File: config.mk
export PLATFORM = sky130hd
export DESIGN_NAME = dcache_controller
export DESIGN_NICKNAME = d
export VERILOG_FILES = /design/src/rtl/dcache_pkg.sv /design/src/rtl/dcache_array.sv /design/src/rtl/dcache_controller.sv
export SDC_FILE = /design/constraint.sdc
export NUM_CORES = 1
export LEC_CHECK = 0
export ABC_CLOCK_PERIOD_IN_PS = 6360
export BUFFER_PORTS_ARGS = -buffer_cell sky130_fd_sc_hd__buf_2
export CAP_MARGIN = 20
export CELL_PAD_IN_SITES_DETAIL_PLACEMENT = 1
export CELL_PAD_IN_SITES_GLOBAL_PLACEMENT = 1
export CORE_MARGIN = 4
export CORE_UTILIZATION = 50
export DETAILED_ROUTE_END_ITERATION = 16
export GPL_ROUTABILITY_DRIVEN = 0
export PLACE_DENSITY_LB_ADDON = 0.1
export SYNTH_ARGS = -nofsm -noshare
export SYNTH_HDL_FRONTEND = slang
export SYNTH_SLANG_ARGS = --single-unit
File: constraint.sdc
create_clock -name CLK -period 6.36 [get_ports CLK]
set_input_delay 1.908 -clock CLK [delete_from_list [all_inputs] [get_ports CLK]]
set_output_delay 1.908 -clock CLK [all_outputs]
set_load 0.02 [all_outputs]
File: src/rtl/dcache_pkg.sv
// Shared definitions for the direct-mapped write-back data cache.
package dcache_pkg;

  // Default geometry: 8-bit byte address, 8 blocks of 4 bytes each.
  localparam int ADDR_BITS   = 8;
  localparam int INDEX_BITS  = 3;
  localparam int OFFSET_BITS = 2;
  localparam int TAG_BITS    = ADDR_BITS - INDEX_BITS - OFFSET_BITS;

  // Bit positions of the address fields: tag | index | offset.
  localparam int OFFSET_LSB  = 0;
  localparam int INDEX_LSB   = OFFSET_BITS;
  localparam int TAG_LSB     = OFFSET_BITS + INDEX_BITS;

  // Miss-sequencing states.
  typedef enum logic [1:0] {
    IDLE       = 2'd0,
    WRITE_BACK = 2'd1,
    FETCH      = 2'd2,
    UPDATE     = 2'd3
  } state_t;

endpackage

File: src/rtl/dcache_array.sv
// Cache storage: per-block valid/dirty/tag/data, with a byte-write port for
// cpu store hits, a block-write port for miss fills, and the hit comparator.
module dcache_array #(
  parameter int INDEX_BITS  = dcache_pkg::INDEX_BITS,
  parameter int OFFSET_BITS = dcache_pkg::OFFSET_BITS,
  parameter int TAG_BITS    = dcache_pkg::TAG_BITS
) (
  input  logic                          clk,
  input  logic                          rst,
  input  logic [INDEX_BITS-1:0]         index,
  input  logic [TAG_BITS-1:0]           tag,
  input  logic [OFFSET_BITS-1:0]        offset,
  input  logic                          byte_we,
  input  logic [7:0]                    byte_data,
  input  logic                          block_we,
  input  logic [(8<<OFFSET_BITS)-1:0]   block_data,
  output logic                          hit,
  output logic                          cur_valid,
  output logic                          cur_dirty,
  output logic [TAG_BITS-1:0]           cur_tag,
  output logic [(8<<OFFSET_BITS)-1:0]   cur_data,
  output logic [7:0]                    cur_byte
);

  localparam int BLOCKS     = 1 << INDEX_BITS;
  localparam int BLOCK_BITS = 8 << OFFSET_BITS;

  logic [BLOCKS-1:0]     valid;
  logic [BLOCKS-1:0]     dirty;
  logic [TAG_BITS-1:0]   tag_mem  [BLOCKS];
  logic [BLOCK_BITS-1:0] data_mem [BLOCKS];

  // Status bits: cleared by reset, fills make a block valid and clean, stores dirty it.
  always_ff @(posedge clk or posedge rst) begin
    if (rst) begin
      valid <= '0;
      dirty <= '0;
    end else if (block_we) begin
      valid[index] <= 1'b1;
      dirty[index] <= 1'b0;
    end else if (byte_we) begin
      dirty[index] <= 1'b1;
    end
  end

  // Tag and data storage carry no reset; they are qualified by the valid bit.
  always_ff @(posedge clk) begin
    if (block_we) begin
      tag_mem[index]  <= tag;
      data_mem[index] <= block_data;
    end else if (byte_we) begin
      data_mem[index][{offset, 3'b000} +: 8] <= byte_data;
    end
  end

  // Read side and hit comparison for the currently selected block.
  always_comb begin
    cur_valid = valid[index];
    cur_dirty = dirty[index];
    cur_tag   = tag_mem[index];
    cur_data  = data_mem[index];
    cur_byte  = cur_data[{offset, 3'b000} +: 8];
    hit       = cur_valid & (cur_tag == tag);
  end

endmodule

File: src/rtl/dcache_controller.sv
// Direct-mapped write-back data cache between the cpu data port and a
// block-wide memory. Hits complete without stalling; a miss writes back the
// victim if dirty, fetches the new block, then installs it.
module dcache_controller
  import dcache_pkg::*;
#(
  parameter int INDEX_BITS  = dcache_pkg::INDEX_BITS,
  parameter int OFFSET_BITS = dcache_pkg::OFFSET_BITS,
  parameter int ADDR_BITS   = dcache_pkg::ADDR_BITS
) (
  input  logic                                CLK,
  input  logic                                RESET,
  input  logic                                READ,
  input  logic                                WRITE,
  input  logic [ADDR_BITS-1:0]                ADDRESS,
  input  logic [7:0]                          WRITEDATA,
  output logic [7:0]                          READDATA,
  output logic                                BUSYWAIT,
  output logic                                MEM_READ,
  output logic                                MEM_WRITE,
  output logic [ADDR_BITS-OFFSET_BITS-1:0]    MEM_ADDRESS,
  output logic [(8<<OFFSET_BITS)-1:0]         MEM_WRITEDATA,
  input  logic [(8<<OFFSET_BITS)-1:0]         MEM_READDATA,
  input  logic                                MEM_BUSYWAIT
);

  localparam int TAG_BITS   = ADDR_BITS - INDEX_BITS - OFFSET_BITS;
  localparam int BLOCK_BITS = 8 << OFFSET_BITS;
  localparam int IDX_LSB    = OFFSET_BITS;
  localparam int TG_LSB     = OFFSET_BITS + INDEX_BITS;

  state_t                  state;
  logic                    seen;
  logic [TAG_BITS-1:0]     req_tag;
  logic [INDEX_BITS-1:0]   req_index;
  logic [BLOCK_BITS-1:0]   fill_data;

  logic [TAG_BITS-1:0]     a_tag;
  logic [INDEX_BITS-1:0]   a_index;
  logic [OFFSET_BITS-1:0]  a_offset;
  logic                    idle;
  logic                    access;
  logic [TAG_BITS-1:0]     arr_tag;
  logic [INDEX_BITS-1:0]   arr_index;
  logic                    byte_we;
  logic                    block_we;
  logic                    hit;
  logic                    cur_valid;
  logic                    cur_dirty;
  logic [TAG_BITS-1:0]     cur_tag;
  logic [BLOCK_BITS-1:0]   cur_data;
  logic [7:0]              cur_byte;

  // Address decode and array port steering: live address while idle, latched
  // request while a miss is in flight so a dropped request still completes.
  always_comb begin
    a_tag     = ADDRESS[TG_LSB +: TAG_BITS];
    a_index   = ADDRESS[IDX_LSB +: INDEX_BITS];
    a_offset  = ADDRESS[OFFSET_BITS-1:0];
    idle      = (state == IDLE);
    access    = READ | WRITE;
    arr_tag   = idle ? a_tag   : req_tag;
    arr_index = idle ? a_index : req_index;
    byte_we   = idle & WRITE & hit;
    block_we  = (state == UPDATE);
  end

  dcache_array #(
    .INDEX_BITS  (INDEX_BITS),
    .OFFSET_BITS (OFFSET_BITS),
    .TAG_BITS    (TAG_BITS)
  ) u_array (
    .clk        (CLK),
    .rst        (RESET),
    .index      (arr_index),
    .tag        (arr_tag),
    .offset     (a_offset),
    .byte_we    (byte_we),
    .byte_data  (WRITEDATA),
    .block_we   (block_we),
    .block_data (fill_data),
    .hit        (hit),
    .cur_valid  (cur_valid),
    .cur_dirty  (cur_dirty),
    .cur_tag    (cur_tag),
    .cur_data   (cur_data),
    .cur_byte   (cur_byte)
  );

  // Cpu-facing outputs: same-cycle hit data and stall; a simultaneous
  // read and write is a store, so no load data is returned for it.
  always_comb begin
    BUSYWAIT = 1'b0;
    READDATA = 8'h00;
    if (!RESET) begin
      BUSYWAIT = idle ? (access & ~hit) : 1'b1;
      if (idle && READ && !WRITE && hit)
        READDATA = cur_byte;
    end
  end

  // Miss sequencer; memory handshake outputs are registered and change on state entry.
  always_ff @(posedge CLK or posedge RESET) begin
    if (RESET) begin
      state         <= IDLE;
      seen          <= 1'b0;
      MEM_READ      <= 1'b0;
      MEM_WRITE     <= 1'b0;
      MEM_ADDRESS   <= '0;
      MEM_WRITEDATA <= '0;
      req_tag       <= '0;
      req_index     <= '0;
      fill_data     <= '0;
    end else begin
      case (state)
        IDLE: begin
          if (access && !hit) begin
            req_tag   <= a_tag;
            req_index <= a_index;
            seen      <= 1'b0;
            if (cur_valid && cur_dirty) begin
              state         <= WRITE_BACK;
              MEM_WRITE     <= 1'b1;
              MEM_ADDRESS   <= {cur_tag, a_index};
              MEM_WRITEDATA <= cur_data;
            end else begin
              state       <= FETCH;
              MEM_READ    <= 1'b1;
              MEM_ADDRESS <= {a_tag, a_index};
            end
          end
        end
        // The first edge in a memory state only marks the request as seen, so a
        // memory that raises its busy flag one cycle late is not mistaken for done.
        WRITE_BACK: begin
          if (!seen) begin
            seen <= 1'b1;
          end else if (!MEM_BUSYWAIT) begin
            state       <= FETCH;
            seen        <= 1'b0;
            MEM_WRITE   <= 1'b0;
            MEM_READ    <= 1'b1;
            MEM_ADDRESS <= {req_tag, req_index};
          end
        end
        FETCH: begin
          if (!seen) begin
            seen <= 1'b1;
          end else if (!MEM_BUSYWAIT) begin
            state       <= UPDATE;
            seen        <= 1'b0;
            MEM_READ    <= 1'b0;
            MEM_ADDRESS <= '0;
            fill_data   <= MEM_READDATA;
          end
        end
        UPDATE: begin
          state <= IDLE;
        end
        default: begin
          state <= IDLE;
        end
      endcase
    end
  end

endmodule

==> results.json <==
{
  "status": "finished clean",
  "wirelength_um": 46950,
  "p_sw_w": 0.004101,
  "cp_data_arrival_time_ns": 4.34,
  "rrSetupSlack_ns": 1.34,
  "chipHeight_um": 184.3,
  "worstSetupEndpointType": "primary output",
  "ys_seq_area_share_pct": 69.75,
  "swShare_pct": 39.07,
  "port_buffers": 101,
  "rows": 64,
  "hold_class": "reg -> reg",
  "yosys-top-cells-area": "edfxtp_1 (54%), dfrtp_1 (16%), mux2_2 (3.8%), mux2i_1 (3.1%), nand2_1 (2.8%)",
  "synth_cells": 1103,
  "syn-num-nets": 1165,
  "seqCellArea_um2": 10840,
  "ant_nets": 0,
  "fmax_ghz": 0.1600,
  "ctsHoldBuffers": 0,
  "route.detailed.drc": 0,
  "yosys_warnings": 0,
  "insertion_delay_ns": 0.54,
  "setup_viol": 0,
  "crit_path_start_kind": "primary input",
  "path_clk_slew_ns": 0.06,
  "syn_area_um2": 15530,
  "fill_cells": 2996,
  "grt_pass1_vias": 10820,
  "power.internal_w": 0.006395,
  "clkPwrFrac_pct": 21.0,
  "synth.avg_cell_area_um2": 14.08,
  "cts_buffers": 40,
  "drt_iter0_drc": 1233,
  "wl_per_cell_um": 27.35,
  "nets": 1351,
  "antenna_found_initial": 0,
  "grt_setup_unrepaired": "no",
  "crit_path_max_fanout": 27,
  "track_usage_pct": 27.79,
  "power_density_nw_per_um2": 570.8,
  "slew_violations": 0,
  "vias": 10550,
  "synth_area_leader_cell": "edfxtp_1",
  "synth_top_area_share_pct": 54.13,
  "cts_tree": "built",
  "synth_commonest_cells": "edfxtp_1 (280), nand2_1 (116), dfrtp_1 (97)",
  "hold_violations": 0,
  "synth_seq_cells": 377,
  "hpwl_um": 33150,
  "area_growth_syn_to_layout_pct": 18.39,
  "setup.worst_path.class": "in -> out",
  "seqPwrFrac_pct": 36.3,
  "synth_edf_count": 280,
  "multiInputGateArea_um2": 4318,
  "synth_flop_cell": "edfxtp_1",
  "whs_ns": 0.4705,
  "die_w_um": 184.3,
  "relSlewSlack_pct": 30.09,
  "layout-drive-gt1-share_pct": 25.28,
  "fin_skew_ns": 0.01604,
  "finalCriticalPeriod_ns": 6.252,
  "irDropWorstVdd_mv": 0.2446,
  "diodes": 0,
  "cts_sinks": 377,
  "grt_pass1_wl_um": 69670,
  "htree_num_levels": 2,
  "core_um2": 30590,
  "cts_max_path_buffers": 3,
  "die-area_um2": 33950,
  "grt_max_degree": 65,
  "critPathRequiredTime_ns": 4.45,
  "fin_cells": 1717,
  "ys_types": 56,
  "dp_cells": 1643,
  "worst_pin_slew_ns": 1.019,
  "detail_route.first_pass.iterations": 7,
  "yosysMostFrequentCell": "edfxtp_1",
  "start_util_pct": 50.78,
  "grt-ovfl-total": 0,
  "routed_via_density": 6.142,
  "async_flop_share_pct": 25.73,
  "drv_cap": 0,
  "leakage_nw": 7.128,
  "clock-root-buffer": "clkbuf_16",
  "pin_count": 102,
  "period_share_pct": 98.30,
  "power_frac_comb_pct": 42.7
}
-- stage by stage --
step	area, µm²	total power (W)	worst slack [ns]	util, %	TNS (ns)
5_1_grt	18390	0.01100	0.03038	60.12	0
4_1_cts	18360	0.01044	0.04836	60.00	0
3_3_place_gp	17120	0.008085	0.06728	55.96	0
3_5_place_dp	17120	0.008231	-0.06522	55.96	-0.1037
2_1_floorplan	15530	0.006253	0.1014	-	0
6_report	18390	0.01050	0.1081	60.12	0
-- layout make-up --
type	count	area share [%]
clock inverters	19	0.7280
clock buffers	55	5.980
inverters	54	1.116
well taps	396	2.694
repair buffers	195	7.083
multi-input cells	621	23.48
flip-flops and latches	377	58.92
-- layout by cell type, fill, tap and decap left out, types with 13 or more instances in the layout --
cell type and count:
nand2_1 116, nand3_1 13, a22oi_1 54, mux2_2 51, edfxtp_1 280, buf_2 101
o22ai_1 13, a222oi_1 30, a221oi_1 13, nor2_1 92, and3_1 24, dfrtp_1 97
a21oi_1 46, buf_4 86, clkbuf_16 42, mux2i_1 45, inv_1 51, clkbuf_1 13
-- worst max-delay path, stage by stage --
cell and delay [ns]:
buf_2 0.12, buf_4 0.15, nand2b_1 0.32, o21ai_2 0.15
buf_12 0.20, a222oi_1 0.67, and3_1 0.34, mux4_2 0.27
nor2_1 0.04, buf_2 0.15
-- routing by layer --
layer / vias to the layer above / routed length [µm] / global-route usage, %
li1: 4549 / - / -
met1: 5375 / 19650 / 39.78
met2: 542 / 21780 / 44.30
met3: 80 / 4376 / 5.664
met4: 0 / 1151 / 6.951
met5: - / 0 / 0
-- final timing paths --
| kind | depth (start not counted) | endpoint | from |
|---|---|---|---|
| worst max-delay path | 10 | READDATA[6] | ADDRESS[4] |
| worst min-delay path | 1 | u_array.valid[3] | u_array.valid[3] |
| worst max register to register | 11 | u_array.data_mem[3][7] | state[1] |
| worst min register to register | 1 | u_array.valid[3] | u_array.valid[3] |
| max in group asynchronous | 3 | fill_data[7] | RESET |
| min in group asynchronous | 2 | MEM_WRITEDATA[31] | RESET |
-- sequential cells by signal (all words and copies together), names as in the netlist, named ones only --
| name | count |
|---|---|
| seen | 1 |
| req_tag | 3 |
| req_index | 3 |
| u_array.tag_mem | 24 |
| MEM_WRITEDATA | 32 |
| MEM_ADDRESS | 6 |
| u_array.valid | 8 |
| MEM_READ | 1 |
| u_array.data_mem | 256 |
| fill_data | 32 |
| state | 2 |
| MEM_WRITE | 1 |
-- kinds of logic (layout without fill, tap and decap cells) --
kind of cell | count (synthesis) | in the layout | synth area share [%]
DFF | 377 | 377 | 69.75
xor gates and xnor gates | 3 | 3 | 0.1692
buffers and inverters | 105 | 323 | 2.787
adders and majority gates | 9 | 9 | 0.7249
muxes | 109 | 109 | 8.167
and+or+nand+nor | 297 | 297 | 8.530
AOI/OAI and AO/OA | 203 | 203 | 9.867
-- repair_timing --
action | CTS | global route
gates cloned | 0 | 0
pin swaps | 0 | 0
setup buffers | 0 | 0
gates resized for setup | 1 | 8
setup endpoints to repair | 9 | 9
-- power by group through the flow --
| stage | logic [W] | registers (W) | clock network (W) |
|---|---|---|---|
| after floorplan | 0.00234 | 0.00391 | 0 |
| after global placement | 0.00426 | 0.00382 | 0 |
| after detailed placement | 0.00438 | 0.00385 | 0 |
| after CTS | 0.00441 | 0.00381 | 0.00223 |
| after global routing | 0.00478 | 0.00387 | 0.00235 |
| final | 0.00449 | 0.00381 | 0.00220 |
Power figures use the tool's default switching activity.
